$ cat src/rtl/scoreboard_pkg.sv
// rtl/scoreboard_pkg.sv - shared state type, digit width and prescaler sizing for the game clock
package scoreboard_pkg;

  localparam int BCD_W = 4;

  typedef enum logic [2:0] {
    S_IDLE,
    S_RUN,
    S_PAUSE,
    S_PEND,
    S_OVER
  } state_t;

  function automatic int presc_w(input int hz);
    return (hz > 1) ? $clog2(hz) : 1;
  endfunction

endpackage

$ cat src/rtl/bcd_down_timer.sv
// rtl/bcd_down_timer.sv - four-digit BCD mm:ss down counter with load and zero detect
module bcd_down_timer
  import scoreboard_pkg::*;
#(
  parameter int PERIOD_MIN = 12
) (
  input  logic             clk,
  input  logic             reset,
  input  logic             i_load,
  input  logic             i_dec,
  output logic [BCD_W-1:0] o_min_tens,
  output logic [BCD_W-1:0] o_min_ones,
  output logic [BCD_W-1:0] o_sec_tens,
  output logic [BCD_W-1:0] o_sec_ones,
  output logic             o_zero
);

  localparam logic [BCD_W-1:0] LD_MT = BCD_W'(PERIOD_MIN / 10);
  localparam logic [BCD_W-1:0] LD_MO = BCD_W'(PERIOD_MIN % 10);

  logic [BCD_W-1:0] r_mt, r_mo, r_st, r_so;

  assign o_zero     = (r_mt == '0) && (r_mo == '0) && (r_st == '0) && (r_so == '0);
  assign o_min_tens = r_mt;
  assign o_min_ones = r_mo;
  assign o_sec_tens = r_st;
  assign o_sec_ones = r_so;

  // Borrow ripples right to left; the zero guard keeps 00:00 sticky.
  always_ff @(posedge clk or negedge reset) begin
    if (!reset) begin
      r_mt <= LD_MT;
      r_mo <= LD_MO;
      r_st <= '0;
      r_so <= '0;
    end else if (i_load) begin
      r_mt <= LD_MT;
      r_mo <= LD_MO;
      r_st <= '0;
      r_so <= '0;
    end else if (i_dec && !o_zero) begin
      if (r_so != '0) begin
        r_so <= r_so - 1'b1;
      end else begin
        r_so <= BCD_W'(9);
        if (r_st != '0) begin
          r_st <= r_st - 1'b1;
        end else begin
          r_st <= BCD_W'(5);
          if (r_mo != '0) begin
            r_mo <= r_mo - 1'b1;
          end else begin
            r_mo <= BCD_W'(9);
            r_mt <= r_mt - 1'b1;
          end
        end
      end
    end
  end

endmodule

$ cat src/rtl/game_clock_ctrl.sv
// rtl/game_clock_ctrl.sv - period clock sequencer: run/pause FSM, prescaler, period count and horn
module game_clock_ctrl
  import scoreboard_pkg::*;
#(
  parameter int CLK_HZ      = 50_000_000,
  parameter int PERIOD_MIN  = 12,
  parameter int NUM_PERIODS = 4
) (
  input  logic       clk,
  input  logic       reset,
  input  logic       start_stop,
  output logic [3:0] min_tens,
  output logic [3:0] min_ones,
  output logic [3:0] sec_tens,
  output logic [3:0] sec_ones,
  output logic [2:0] period,
  output logic       running,
  output logic       period_end,
  output logic       game_over,
  output logic       buzz
);

  localparam int            PW          = presc_w(CLK_HZ);
  localparam logic [PW-1:0] PRESC_MAX   = PW'(CLK_HZ - 1);
  localparam logic [2:0]    LAST_PERIOD = 3'(NUM_PERIODS);

  state_t        r_state, w_next;
  logic [PW-1:0] r_presc, r_buzz_cnt;
  logic [2:0]    r_period;
  logic          r_running, r_period_end, r_game_over, r_buzz;
  logic          w_tick, w_last_tick, w_reload, w_zero;

  bcd_down_timer #(.PERIOD_MIN(PERIOD_MIN)) u_timer (
    .clk        (clk),
    .reset      (reset),
    .i_load     (w_reload),
    .i_dec      (w_tick),
    .o_min_tens (min_tens),
    .o_min_ones (min_ones),
    .o_sec_tens (sec_tens),
    .o_sec_ones (sec_ones),
    .o_zero     (w_zero)
  );

  assign w_tick      = (r_state == S_RUN) && (r_presc == PRESC_MAX) && !w_zero;
  // The tick that turns 00:01 into 00:00 moves the FSM on the same edge as the digits.
  assign w_last_tick = w_tick && (min_tens == 4'd0) && (min_ones == 4'd0) &&
                       (sec_tens == 4'd0) && (sec_ones == 4'd1);
  assign w_reload    = (r_state == S_PEND) && start_stop;

  always_comb begin
    w_next = r_state;
    case (r_state)
      S_IDLE:  if (start_stop) w_next = S_RUN;
      S_RUN: begin
        if (w_last_tick)     w_next = (r_period < LAST_PERIOD) ? S_PEND : S_OVER;
        else if (start_stop) w_next = S_PAUSE;
      end
      S_PAUSE: if (start_stop) w_next = S_RUN;
      S_PEND:  if (start_stop) w_next = S_RUN;
      S_OVER:  w_next = S_OVER;
      default: w_next = S_IDLE;
    endcase
  end

  always_ff @(posedge clk or negedge reset) begin
    if (!reset) begin
      r_state      <= S_IDLE;
      r_running    <= 1'b0;
      r_game_over  <= 1'b0;
      r_period_end <= 1'b0;
      r_period     <= 3'd1;
    end else begin
      r_state      <= w_next;
      r_running    <= (w_next == S_RUN);
      r_game_over  <= (w_next == S_OVER);
      r_period_end <= w_last_tick;
      if (w_reload) r_period <= r_period + 3'd1;
    end
  end

  // PAUSE holds the count so a resumed second keeps its elapsed fraction.
  always_ff @(posedge clk or negedge reset) begin
    if (!reset) begin
      r_presc <= '0;
    end else if (r_state == S_RUN) begin
      r_presc <= w_tick ? '0 : r_presc + 1'b1;
    end else if (r_state != S_PAUSE) begin
      r_presc <= '0;
    end
  end

  always_ff @(posedge clk or negedge reset) begin
    if (!reset) begin
      r_buzz     <= 1'b0;
      r_buzz_cnt <= '0;
    end else if (w_last_tick) begin
      r_buzz     <= 1'b1;
      r_buzz_cnt <= PRESC_MAX;
    end else if (r_buzz) begin
      if (r_buzz_cnt == '0) r_buzz <= 1'b0;
      else                  r_buzz_cnt <= r_buzz_cnt - 1'b1;
    end
  end

  assign period     = r_period;
  assign running    = r_running;
  assign period_end = r_period_end;
  assign game_over  = r_game_over;
  assign buzz       = r_buzz;

endmodule

$ cat config.mk
export PLATFORM = sky130hd
export DESIGN_NAME = game_clock_ctrl
export DESIGN_NICKNAME = d
export VERILOG_FILES = /design/src/rtl/scoreboard_pkg.sv /design/src/rtl/bcd_down_timer.sv /design/src/rtl/game_clock_ctrl.sv
export SDC_FILE = /design/constraint.sdc
export NUM_CORES = 1
export LEC_CHECK = 0
export CAP_MARGIN = 20
export CORE_ASPECT_RATIO = 1.25
export CORE_MARGIN = 3
export CORE_UTILIZATION = 54
export CTS_CLUSTER_SIZE = 8
export DETAILED_ROUTE_END_ITERATION = 10
export PLACE_DENSITY = 0.76
export SLEW_MARGIN = 5
export SYNTH_ARGS = -nofsm -noshare
export SYNTH_HDL_FRONTEND = slang
export SYNTH_SLANG_ARGS = --single-unit
$ cat constraint.sdc
create_clock -name clk -period 2 [get_ports clk]
set_clock_uncertainty 0.1 [all_clocks]
set_input_delay 0.6 -clock clk [delete_from_list [all_inputs] [get_ports clk]]
set_output_delay 0.6 -clock clk [all_outputs]
set_load 0.01 [all_outputs]
==> results.md, run 1 <==
Yosys:
- The dominant synthesized flop cell is dfrtp_1.
- When the netlist entered floorplanning its net count stood at 498.
- Sorting the synthesized cells by area gives the leading types as dfrtp_1 42%, nand2_1 4.5%, nand3_1 4.4%.
- Summing the sequential cell areas from Yosys gives 43.86% of the chip area.
- The number of enable flip-flop cells after synthesis is 0.
- Among all cell types in the netlist, the one instantiated most often is dfrtp_1.
- The instance count of the mapped netlist is 490.
- The proportion of synthesized flip-flops having asynchronous set or reset is 100.0%.
- For this run, the number of Yosys warnings is 0.
- The leading area contributor after synthesis is dfrtp_1.
- The commonest cells after synthesis are 75 x dfrtp_1, 54 x nand2_1, 39 x nand3_1.
- The number of distinct library cells after synthesis is 62.
- Counting flops and latches in the post-synthesis netlist gives 78.
- The mean instance size in the synthesized netlist is 9.101 um2.
- After synthesis the cells add up to 4459 um2.
- The area share of the largest cell type after synthesis is 42.09%.

Critical path:
- In this run the worst path has a maximum fanout of 4.
- The worst register-to-register path ends at u_timer.o_min_ones[1].
- The type of the worst setup path is reg2reg.
- The critical path ends at u_timer.o_min_ones[1].
- Walking the worst path, the cells encountered are nor2b_1, nand4bb_4, or4b_4, or4_4, nand3_2.
- The critical path starts at r_presc[18].
- The longest individual stage delay on the worst path is 0.58 ns.
- The flop-to-flop setup slack is -0.45 ns.
- The element type at the critical path end is a flop.
- The startpoint identified for the worst register-to-register timing path is r_presc[18].
- On the critical path, the stage with the largest delay is an instance of or4b_4.
- The number of cells on the worst reg-to-reg path is 5.
- For the worst setup path, the data arrival time is 2.67 ns.
- The kind of launch point of the worst setup path is a flop.
- The required time of the critical path is 2.22 ns.

Detailed routing:
- The number of design-rule violations left by the first detailed-router iteration is 1155.
- The final antenna-violating net count is 0.
- In the routed layout, each cell is associated on average with a via count of 7.897.
- In the final routed layout, each cell accounts on average for 30.88 um.
- The final route contains 6215 vias.
- Wires add up to 24.31 mm.
- In the routed design, unresolved DRC markers number 0.
- The number of detailed-route iterations in the first pass is 9.

Global routing:
- The met2 layer usage reported by global route is 59.05%.
- The number of global-route vias before repair is 5260.
- In the global route stage, overall resource usage came out at 34.64%.
- The first-pass GRT wire length is 25.53 mm.
- The number of antenna violations at the first check in global routing is 1.
- The met1 track demand over resource is 40.91%.
- The layer flagged by global routing as most heavily used is met2.
- Global routing consumed, on the met3 layer, 6.049% of the routing resources.
- The leftover overflow at the end of global routing is 0.
- The largest net degree at the start of global routing is 36.

Floorplanning:
- The horizontal extent of the die is 87.28 um.
- The core region is 7928 um2.
- The height of the die is 107.6 um.
- The die covers 9391 um2.
- The number of top-level pins is 26.
- The starting utilization of the core area is 56.25%.
- The row count is 36.

Placement:
- The minimum setup slack after placement is -0.2886 ns.
- Routability-driven placement finished with a final weighted congestion of 0.8807.
- Once placement completed, the tool counted placed cells totaling 715.
- The total of buffers placed on input and output ports is 25.
- The total half-perimeter wirelength after legalization and detailed placement is 9.206 mm.

Power:
- The clock network power share is 27.7%.
- Internal power comes to 2.843 mW.
- The relative contribution of combinational cells to total power is 33.4%.
- Across the VDD grid, the largest voltage drop is 878.4 uV.
- Power comes to 4.552 mW.
- The power per cell area is 610.9 nW/um2.
- The analysis attributes to net switching a power of 1.709 mW.
- The proportion of power drawn by flip-flops and latches is 38.9%.
- The switching part of the total is 37.54%.
- The leakage power is 3.498 nW.

Layout:
- The share of cells above drive strength 1 is 52.46%.
- Once layout is complete, the cells apart from fillers number 787.
- The filler cells instantiated in the layout total 198.
- Compared with the post-synthesis result, the final layout area differs by 67.09%.
- Summing all flip-flop and latch instances after layout gives 1962 um2.
- The final antenna diode count is 0.
- After the last flow step, the layout net total stands at 695.
- Summing all multi-input logic gate instances after layout gives 3348 um2.

Worst hold path:
- The class of the most critical hold timing path is in2async.

Clock tree:
- The clock latency of the later-clocked register in the worst-skew pair is 0.39 ns.
- The buffer type at the clock tree root is clkbuf_8.
- The H-tree depth is 3.
- TritonCTS built the clock tree.
- For this design, the CTS-stage hold fixing added 0 buffers.
- TritonCTS created 9 clock buffers.
- The CTS sink count is 78.
- The clock edge transition at the registers on the reported setup and hold paths is 0.10 ns.
- No sink is reached through more buffers than the 2 on the longest clock path.

STA:
- The count of final max-slew check failures is 0.
- The final worst hold slack is -0.004291 ns.
- The number of hold violations in the final report is 4.
- Setup repair after global routing could not meet its margin everywhere.
- The headroom to the max-slew limit is 56.79%.
- The final critical-path setup slack is -0.4476 ns.
- The final worst-path cycle share is 122.4%.
- The minimum clock period after layout is 2.448 ns.
- The setup TNS after final layout is -17.92 ns.
- The total of endpoints with negative setup slack in the final report is 78.
- For the pin with the worst max-slew slack, the measured transition is 0.6422 ns.
- For this run, the top clock speed supported by timing is 408.6 MHz.

Run status:
- The flow ran to the end, but the final reports show violations.
- The checks that failed: negative hold slack, negative setup slack.

Run:
- The number of violations of the max-capacitance limit is 0.
power by group through the flow:
stage / clock network [mW] / registers, mW / logic [mW]
after detailed placement: 0 / 1.78 / 0.982
after global routing: 1.30 / 1.77 / 1.55
final: 1.26 / 1.77 / 1.52
after floorplan: 0 / 1.80 / 0.469
after CTS: 1.17 / 1.75 / 1.12
after global placement: 0 / 1.77 / 0.942
flip-flops by register name (all words and copies together) (netlist names):
name                cells
running                 1
r_state                 3
r_presc                26
u_timer.o_min_tens      4
period                  3
period_end              1
u_timer.o_sec_tens      4
buzz                    1
game_over               1
u_timer.o_min_ones      4
r_buzz_cnt             26
u_timer.o_sec_ones      4
what timing repair did:
action                     CTS  global route
setup endpoints to repair   84            72
cloned                       2             1
gates resized for setup     93           152
pin swaps                   43            62
buffers inserted            28            29
how the worst min path moves through the flow:
stage                    from             end  slack (ns)  cells past startpoint
floorplan               reset            buzz        0.20                      0
global placement    period[1]       period[1]        0.38                      2
detailed placement      reset   r_buzz_cnt[9]        0.40                      1
CTS                     reset  r_buzz_cnt[24]       0.003                      1
global route            reset      r_state[2]        0.01                      1
finish                  reset   r_buzz_cnt[8]      -0.004                      1
layout by cell type, fill, tap and decap left out, types with 5 or more instances in the layout:
master         netlist  layout
a21oi_2              0      15
and3_1              14      10
and4_1               8       5
buf_12               0       6
buf_4                0     147
buf_6                0      26
clkbuf_8             0       9
dfrtp_1             75      70
dfrtp_2              0       5
dlygate4sd2_1        0      17
inv_1               10       5
nand2_1             54      42
nand2_2              0       6
nand2b_1             9       8
nand3_1             39      30
nand3_2              0       9
nand4_1             19      19
nor2_1              28      25
nor3_1              12       7
nor4_4               0       6
o211ai_1             6       6
o21ai_0             20       9
o21ai_1              3       7
o21ai_2              0       6
or3_1               21      12
or3_4                0       9
or4_4                0      11
xnor2_1              8       5
cell type report:
cell class	instances	area share (%)
clock buffer	11	1.763
clock inverter	5	0.7053
tap	95	1.595
multi-input combinational	381	44.94
sequential	78	26.33
timing repair buffer	207	24.10
inverter	10	0.5709
worst max-delay path, delay by kind of cell (launching register included):
kind / cells / cell delay, ns
flops: 1 / 0.44
simple gates: 5 / 1.84
per-stage QoR:
| stage | utilization [%] | cell area [um2] |
|---|---|---|
| 6_report | 93.99 | 7451 |
| 5_1_grt | 93.99 | 7451 |
| 4_1_cts | 82.34 | 6528 |
| 3_5_place_dp | 73.48 | 5826 |
| 3_3_place_gp | 73.48 | 5826 |
| 2_1_floorplan | - | 4602 |
metal layers:
layer / routed length, um / vias to the layer above
li1: - / 2257
met1: 7827 / 2853
met2: 10430 / 801
met3: 3603 / 302
met4: 2429 / 2
met5: 15 / -
cell families (layout without fill, tap and decap cells):
kind of cell | after synthesis | in the layout | share of synthesized area [%]
AO/OA/AOI/OAI | 96 | 96 | 14.23
adder cells (fa/ha/maj) | 5 | 5 | 1.403
XOR/XNOR | 9 | 9 | 1.768
flip-flops | 78 | 78 | 43.86
multiplexers | 5 | 5 | 1.122
buffers and inverters | 32 | 233 | 3.002
AND/OR/NAND/NOR | 265 | 266 | 34.62
Note: power is estimated with default switching activity, not from simulation.
==> run 2: changes to the inputs <==
CORE_UTILIZATION = 59   (was 54)
PLACE_DENSITY = default   (was 0.76)
PLACE_DENSITY_LB_ADDON = 0.3   (was default)
clock period = 2.9 ns   (was 2 ns; I/O delays follow)
==> run 2 against run 1 <==
The run now ends clean. Global-route usage down 7.9 points. Combinational power down 67%. Worst setup slack better by 0.74 ns. Clock power down 20%. Sequential power down 31%. Clock-buffer cell count unchanged. Flip-flop and latch count unchanged. Wire length down 55%. Cell area down 32%. Register-to-register slack better by 0.74 ns. Critical endpoint is now r_buzz_cnt[21].
==> results.md, run 2 (synthesis results as in run 1) <==
Critical path:
- The critical path startpoint is r_buzz_cnt[6].
- Among all stages on the critical path, the largest delay is contributed by or4_1.
- The startpoint of the most critical register-to-register path is r_buzz_cnt[6].
- The arrival time reported for the critical path endpoint is 2.79 ns (+0.12 ns).
- The reg-to-reg critical path endpoint is r_buzz_cnt[21].
- The highest net fanout along the worst path is 12 (+8).
- The required time of the critical path is 3.09 ns (+0.87 ns).
- The kind of launch point of the worst setup path is a flop.
- The number of buffer and inverter instances along the worst setup path is 0 (unchanged).
- The longest individual stage delay on the worst path is 0.58 ns (about the same).
- The length in cells of the worst reg-to-reg path is 5 (unchanged).
- The flop-to-flop setup slack is 0.29 ns (+0.74 ns).
- The setup path with the least slack is of type reg2reg.
- The signal on the critical path passes through or4_1, nor3_1, nand4_1, and4_1, o21ai_0.
- The element type at the critical path end is a flop.
- On the critical path the largest part of the delay comes from simple AND/OR/NAND/NOR gates.

Detailed routing:
- The wire length per cell came to 18.16 um (-41%).
- The detailed-route DRC error count is 0 (unchanged).
- The total met3 wirelength after detailed routing is 658 um (-82%).
- The top layer used by detailed routing is met4.
- The routed via count divided by cell count is 6.736 (-15%).
- The met1 routed wirelength after detailed routing is 4.430 mm (-43%).
- The final antenna-violating net count was 0 (unchanged).
- The total via count in the routed design came to 4089 (-34%).
- The met2 wirelength from detailed routing came to 5.646 mm (-46%).
- The number of design-rule violations left by the first detailed-router iteration is 377 (-67%).
- The total length of routed wires came to 11.02 mm (-55%).
- The number of detailed-route iterations in the first pass is 6 (-3).

Clock tree:
- The clock latency of the later-clocked register in the worst-skew pair is 0.36 ns (-0.03 ns).
- The CTS buffer count is 9 (unchanged).
- The maximum buffer depth of the clock tree is 2 (unchanged).
- The clock edge transition at the registers on the reported setup and hold paths is 0.09 ns (about the same).
- The H-tree depth is 3 (unchanged).
- The CTS sink count is 78 (unchanged).
- The TritonCTS clock tree is done.
- The buffer type at the clock tree root is clkbuf_8.

Global routing:
- The number of global-route vias before repair is 3916 (-26%).
- The number of antenna violations at the first check in global routing came to 0 (-1).
- The largest net degree at the start of global routing came to 44 (+22%).
- The leftover overflow at the end of global routing was 0 (unchanged).
- The first-pass GRT wire length came to 18.81 mm (-26%).
- The aggregate global-route resource usage is 26.73% (-7.9 points).

Floorplanning:
- The core box area is 7147 um2 (-9.8%).
- The die area was 8644 um2 (-8.0%).
- The height of the die is 103.2 um (-4.1%).
- The starting utilization of the core area is 62.39% (+6.1 points).
- The row count is 34 (-5.6%).
- The number of top-level pins is 26 (unchanged).
- The horizontal extent of the die is 83.76 um (-4.0%).

Placement:
- The total half-perimeter wirelength after legalization and detailed placement came to 7.660 mm (-17%).
- The final estimated routing congestion in global placement is 0.9170 (+4.1%).
- The total of buffers placed on input and output ports was 25 (unchanged).

STA:
- The final worst-path cycle share is 89.87% (-33 points).
- Setup repair after global routing left no endpoint under its margin.
- The actual transition at the worst max-transition pin is 0.6054 ns (-0.03682 ns).
- The headroom to the max-slew limit was 59.31% (+2.5 points).
- The number of hold violations in the final report is 0 (-4).
- The maximum clock frequency was 383.7 MHz (-6.1%).
- The minimum clock period after layout was 2.606 ns (+0.1586 ns).
- The final worst hold slack came to 0.3725 ns (+0.3768 ns).
- The setup TNS after final layout is 0 ns (+17.92 ns).
- The count of final max-slew check failures is 0 (unchanged).
- The total of endpoints with negative setup slack in the final report is 0 (-100%).

Layout:
- The number of nets in the finished design is 520 (-25%).
- The library cell used most frequently in the layout, excluding fill and tap cells, is dfrtp_1.
- The share of cells above drive strength 1 is 8.897% (-44 points).
- The library cells used most frequently in the layout, excluding fill and tap cells, are 75 x dfrtp_1, 54 x nand2_1, 39 x nand3_1.
- The growth of design area from synthesis to finish is 13.13%.
- The multi-input logic area is 2371 um2 (-29%).
- The final antenna diode count is 0 (unchanged).
- The filler cell count is 545 (+180%).
- The largest registers in the layout are r_buzz_cnt (26), r_presc (26).
- The flip-flop and latch area came to 1956 um2 (-0.32%).

Run:
- The number of violations of the max-capacitance limit is 0 (unchanged).

Power:
- The leakage power is 2.187 nW (-37%).
- The worst-case vdd ir drop was 370.3 uV (-58%).
- The power per cell area is 543.9 nW/um2 (-11%).

Worst hold path:
- The class of the most critical hold timing path is in2async.

Run status:
- The run finished with clean final reports.
-- run 2: layout make-up --
cell class              count  area share [%]
clock buffers              11           2.803
clock inverters             5           2.108
inverters                  10          0.7440
multi-input cells         380           47.00
flip-flops and latches     78           38.76
well taps                  90           2.232
repair buffers             33           6.349
-- run 2: what timing repair did --
action                                  CTS  global route
hold buffers                              0             0
buffers inserted                          0             0
endpoints found under the setup margin    0             1
gates resized for setup                   0             1
-- run 2: report_power, final --
part	switching (mW)	internal, mW
Clock	0.417	0.597
Sequential	0.0713	1.15
Combinational	0.320	0.187
-- run 2: worst reg2reg max path, stage by stage, from the launching register on --
cell	delay, ns
dfrtp_1	0.46
or4_1	0.58
nor3_1	0.38
nand4_1	0.50
and4_1	0.37
o21ai_0	0.15
-- run 2: stage by stage --
stage	instance area, um2	worst slack (ns)	std cells	total power [mW]	util [%]
2_1_floorplan	4459	0.6346	490	1.530	-
3_3_place_gp	4796	0.3864	591	1.722	67.10
3_5_place_dp	4796	0.3209	591	1.743	67.10
4_1_cts	5044	0.2912	607	2.751	70.57
5_1_grt	5045	0.06575	607	2.865	70.59
6_report	5045	0.2938	607	2.744	70.59
-- run 2: metal layers --
metal | up-vias | track usage, %
li1 | 1903 | -
met1 | 1967 | 33.21
met2 | 187 | 46.42
met3 | 32 | 4.992
met4 | 0 | 11.14
met5 | - | 0
-- run 2: worst max-delay path by stage --
stage                                  endpoint  slack [ns]  cells past startpoint
after floorplan           u_timer.o_min_ones[2]        0.63                      8
after global placement            r_buzz_cnt[3]        0.39                      5
after detailed placement             r_presc[8]        0.32                      7
after CTS                            r_presc[8]        0.29                      7
after global routing             r_buzz_cnt[21]        0.07                      5
final                            r_buzz_cnt[21]        0.29                      5
